### src/rtl/sprite_table_writer.sv
// Avalon-MM loader for the display sprite table. CPU writes land in a shadow
// bank that is copied to the active bank at the next vertical blank.
module sprite_table_writer #(
  parameter int NUM_ENTRIES = 20,
  parameter int ENTRY_W     = 24,
  parameter int OUT_W       = 512
) (
  input  logic             clk,
  input  logic             reset,
  input  logic             chipselect,
  input  logic             write,
  input  logic             read,
  input  logic [4:0]       address,
  input  logic [31:0]      writedata,
  output logic [31:0]      readdata,
  input  logic             vblank_start,
  output logic [OUT_W-1:0] gl_output,
  output logic             gl_write,
  output logic             irq
);

  localparam logic [4:0] CTRL_A   = 5'(NUM_ENTRIES);
  localparam logic [4:0] STATUS_A = 5'(NUM_ENTRIES + 1);

  typedef enum logic [1:0] {IDLE, ARMED, UPDATE} state_t;

  state_t                                state_q, state_d;
  logic [NUM_ENTRIES-1:0][ENTRY_W-1:0]   shadow_q, shadow_d;
  logic [NUM_ENTRIES-1:0][ENTRY_W-1:0]   active_q, active_d;
  logic [31:0]                           readdata_q, readdata_d;
  logic [15:0]                           frame_count_q, frame_count_d;
  logic                                  irq_en_q, irq_en_d;
  logic                                  irq_pending_q, irq_pending_d;
  logic                                  wr_en, rd_en, commit_wr, swap, commit_pending;
  logic                                  unused_wdata;

  assign unused_wdata = ^writedata[31:ENTRY_W];

  assign wr_en          = chipselect & write;
  assign rd_en          = chipselect & read;
  assign commit_wr      = wr_en && (address == CTRL_A) && writedata[0];
  // A commit is pending exactly while armed; a commit written during UPDATE re-arms.
  assign commit_pending = (state_q == ARMED);
  assign swap           = commit_pending && vblank_start;

  always_comb begin
    state_d = state_q;
    unique case (state_q)
      IDLE:    if (commit_wr) state_d = ARMED;
      ARMED:   if (vblank_start) state_d = UPDATE;
      UPDATE:  state_d = commit_wr ? ARMED : IDLE;
      default: state_d = IDLE;
    endcase
  end

  always_comb begin
    shadow_d      = shadow_q;
    active_d      = active_q;
    irq_en_d      = irq_en_q;
    irq_pending_d = irq_pending_q;
    frame_count_d = frame_count_q;
    readdata_d    = readdata_q;

    if (wr_en && (address < CTRL_A)) shadow_d[address] = writedata[ENTRY_W-1:0];
    if (wr_en && (address == CTRL_A)) irq_en_d = writedata[1];
    if (wr_en && (address == STATUS_A) && writedata[0]) irq_pending_d = 1'b0;
    // Swap samples the pre-write shadow and its irq set overrides a same-cycle clear.
    if (swap) begin
      active_d      = shadow_q;
      irq_pending_d = 1'b1;
    end
    if (vblank_start) frame_count_d = frame_count_q + 16'd1;

    if (rd_en) begin
      if (address < CTRL_A)
        readdata_d = {{(32-ENTRY_W){1'b0}}, shadow_q[address]};
      else if (address == CTRL_A)
        readdata_d = {29'd0, irq_pending_q, irq_en_q, commit_pending};
      else if (address == STATUS_A)
        readdata_d = {16'd0, frame_count_q};
      else
        readdata_d = 32'd0;
    end
  end

  always_ff @(posedge clk) begin
    if (reset) begin
      state_q       <= IDLE;
      shadow_q      <= '0;
      active_q      <= '0;
      readdata_q    <= '0;
      frame_count_q <= '0;
      irq_en_q      <= 1'b0;
      irq_pending_q <= 1'b0;
    end else begin
      state_q       <= state_d;
      shadow_q      <= shadow_d;
      active_q      <= active_d;
      readdata_q    <= readdata_d;
      frame_count_q <= frame_count_d;
      irq_en_q      <= irq_en_d;
      irq_pending_q <= irq_pending_d;
    end
  end

  assign readdata  = readdata_q;
  assign gl_output = OUT_W'(active_q);
  // Suppress the strobe if reset lands on the UPDATE cycle.
  assign gl_write  = (state_q == UPDATE) && !reset;
  assign irq       = irq_pending_q & irq_en_q;

endmodule
### config.mk
export PLATFORM = sky130hd
export DESIGN_NAME = sprite_table_writer
export DESIGN_NICKNAME = d
export VERILOG_FILES = /design/src/rtl/sprite_table_writer.sv
export SDC_FILE = /design/constraint.sdc
export NUM_CORES = 2
export LEC_CHECK = 0
export CORE_MARGIN = 4
export CORE_UTILIZATION = 54
export DETAILED_ROUTE_END_ITERATION = 7
export PLACE_DENSITY = 0.8
export SLEW_MARGIN = 10
export SYNTH_ARGS = -nofsm -noshare
export SYNTH_HDL_FRONTEND = slang
export SYNTH_SLANG_ARGS = --single-unit
### constraint.sdc
create_clock -name clk -period 1.8 [get_ports clk]
set_input_delay 0.18 -clock clk [delete_from_list [all_inputs] [get_ports clk]]
set_output_delay 0.18 -clock clk [all_outputs]
set_load 0.05 [all_outputs]
==> qor.csv <==
metric,value,unit
status,"complete, no violations",
p_int,36400,µW
syn2layout_area_growth,26.7,%
cp_max_fo,2,
drive_gt1_share,18.4,%
syn_inst,4819,
synth-main-ff-cell,dfxtp_1,
switching_share,22.9,%
ir_worst_vdd,0.769,mV
clock-sinks,1004,
max_freq,557,MHz
yosysUniqueCellTypes,57,
cp_slowest_cell,dlygate4sd2_1,
reg2reg_to,readdata[9]$_SDFFE_PP0P_,
pwr-share-clk,47.7,%
grtUsageTotal,36.3,%
synth_edf_count,0,
wire_per_inst,23.2,µm
r2r_start,shadow_q[225]$_SDFFE_PP0P_,
leakage,0.0185,µW
core-area,71900,µm²
worstSkewPairLatency,660,ps
die-area,77200,µm²
drt_iter0_markers,4813,
min_delay_worst_endpoint,state_q[0]$_SDFFE_PP0P_,
p_comb_share,5.0,%
holdWs,270,ps
portBuffers,540,
avgSynthCellArea,8.16,µm²
clock_path_buffers,3,
grt_overflow,0,
hold_depth,5,
dp_hpwl,103000,µm
setup_viol,0,
final_cell_mix,"nand2_1, dfxtp_1, a21oi_1",
viasPerCell,5.91,
finalNetCount,5373,
switching_power,10800,µW
crit_buf_inv,1,
tightest_slew,562,ps
ant_nets,0,
worst_setup_path_end_kind,primary output,
h-tree-depth,3,
dr.pass1.iters,6,
clock-skew-final,21.5,ps
rsz0062_at_grt,no,
grt_max_degree,92,
critical_path_class,reg2out,
power,47200,µW
fin_setup_tns,0,ps
cts.clk_slew.worst_paths,70,ps
mostFrequentLayoutCell,nand2_1,
hold_viol,0,
synth.cell_area,39300,µm²
cp.arrival,1610,ps
pwr-share-seq,47.3,%
drc_errors,0,
via_count,37598,
fp.dieW,278,µm
rows,98,
wl,148000,µm
async_flop_share,0,%
gp_congestion,0.985,
start_util,54.7,%
grt_pass1_vias,35297,
cts_buffers,100,
reg2reg_depth,4,
r2r_setup_slack,6,ps
die_h,278,µm
critPathMaxStageDelay,560,ps
cp.required,1620,ps
ctsRootBufferMaster,clkbuf_16,
critical_path.top_delay_family,buffers and inverters,
io_pins,589,
power_density,948,nW/µm²
fin_crit,1790,ps
cap_violations,0,
cp-start-kind,flop,
antenna_found_initial,4,
fin_crit_sh,99.7,%
holdCritStartpoint,address[2],
hold_path.class,in2reg,
maxSlewHeadroom,62.7,%
finalMaxSlewViolations,0,
grt_first_pass_wirelength,217000,µm
ys_seq_area_share,51.1,%
cts_tree,yes,
synth_seq_cells,1004,
yosysWarnings,0,
cp_cell_sequence,dlygate4sd2_1,
## per-stage QoR
| step | cell area (µm²) | instances | worst slack (ps) | util [%] |
|---|---|---|---|---|
| after floorplan | 39500 | 4858 | 159 | - |
| after global placement | 46300 | 6176 | -357 | 64.5 |
| after detailed placement | 46300 | 6176 | -343 | 64.5 |
| after CTS | 49800 | 6363 | 2.05 | 69.3 |
| after global routing | 49800 | 6364 | 1.82 | 69.3 |
| final | 49800 | 6367 | 5.60 | 69.3 |
## Yosys cell counts, types with 5 or more instances
| cell | n | area share [%] |
|---|---|---|
| a22oi_1 | 36 | 0.69 |
| buf_2 | 114 | 1.5 |
| and3_1 | 14 | 0.22 |
| o21bai_1 | 15 | 0.29 |
| or3_1 | 6 | 0.095 |
| o2111ai_1 | 7 | 0.16 |
| a21oi_1 | 981 | 12 |
| dfxtp_1 | 1004 | 51 |
| a31oi_1 | 13 | 0.21 |
| o221ai_1 | 12 | 0.27 |
| nand2_1 | 1948 | 19 |
| mux4_2 | 75 | 4.3 |
| clkbuf_1 | 267 | 2.5 |
| buf_4 | 56 | 1.1 |
| xor2_1 | 6 | 0.13 |
| xnor2_1 | 5 | 0.11 |
| nand3_1 | 23 | 0.29 |
| nand4_1 | 8 | 0.13 |
| nor2_1 | 37 | 0.35 |
| mux2i_1 | 60 | 1.5 |
| nand2b_1 | 6 | 0.095 |
| mux4_1 | 16 | 1.1 |
| o221ai_2 | 9 | 0.34 |
| mux2_2 | 17 | 0.49 |
| buf_6 | 18 | 0.52 |
## metal layers
layer  part of all wire (%)  wire [µm]  vias up  global-route usage (%)
li1                       -          -    16902                       -
met4                    6.8      10000        4                    20.6
met2                     45      66000     2390                    56.9
met1                     36      53200    17768                    45.0
met3                     12      18300      534                    10.5
met5                  0.016         23        -                       0
## what timing repair did
item / 4_1_cts / 5_1_grt
hold buffers: 1 / 0
endpoints found under the hold margin: 19 / 0
endpoints found under the setup margin: 98 / 11
setup buffers: 0 / 0
resized for setup: 101 / 12
## registers in the layout (all words and copies together) (netlist names)
signal / flops
frame_count_q: 16
gl_output: 480
irq_en_q: 1
irq_pending_q: 1
readdata: 24
shadow_q: 480
state_q: 2
## logic make-up after synthesis
kind of cell	count (synthesis)	synth area share [%]
multiplexers	168	7.38
AO/OA/AOI/OAI	1087	14.7
XOR/XNOR	11	0.245
buffers and inverters	460	5.66
flip-flops	1004	51.1
adder cells (fa/ha/maj)	1	0.0318
other	1	0.00954
AND/OR/NAND/NOR	2087	20.8
## power by group through the flow
stage,registers (µW),logic [µW],clock network [µW]
6_report,22400,2340,22500
5_1_grt,22300,2400,23500
4_1_cts,22400,2270,22600
3_5_place_dp,22800,2260,0
3_3_place_gp,22800,2250,0
2_1_floorplan,22900,1280,0
## worst max path at each step
stage | from | endpoint | slack, ps | cells after the start
after floorplan | address[0] | readdata[2]$_SDFFE_PP0P_ | 160 | 7
after global placement | address[0] | readdata[16]$_SDFFE_PP0P_ | -360 | 6
after detailed placement | chipselect | readdata[4]$_SDFFE_PP0P_ | -340 | 7
after CTS | gl_output[334]$_SDFFE_PP0P_ | gl_output[334] | 2 | 1
after global routing | gl_output[358]$_SDFFE_PP0P_ | gl_output[358] | 2 | 1
final | gl_output[358]$_SDFFE_PP0P_ | gl_output[358] | 6 | 1
## worst min-delay path, cell delays in order
cell and delay, ps:
buf_2 200, nor2b_1 180, buf_4 170, nand3_1 80
a21oi_1 70
## layout make-up
class | count | area [µm²]
well taps | 950 | 1190
clock buffers | 141 | 2930
repair buffers | 829 | 7800
diodes | 4 | 10.0
flip-flops and latches | 1004 | 20100
clock inverters | 45 | 633
fillers | 5553 | 22000
multi-input cells | 3394 | 17100
Note: power is estimated with default switching activity, not from simulation.
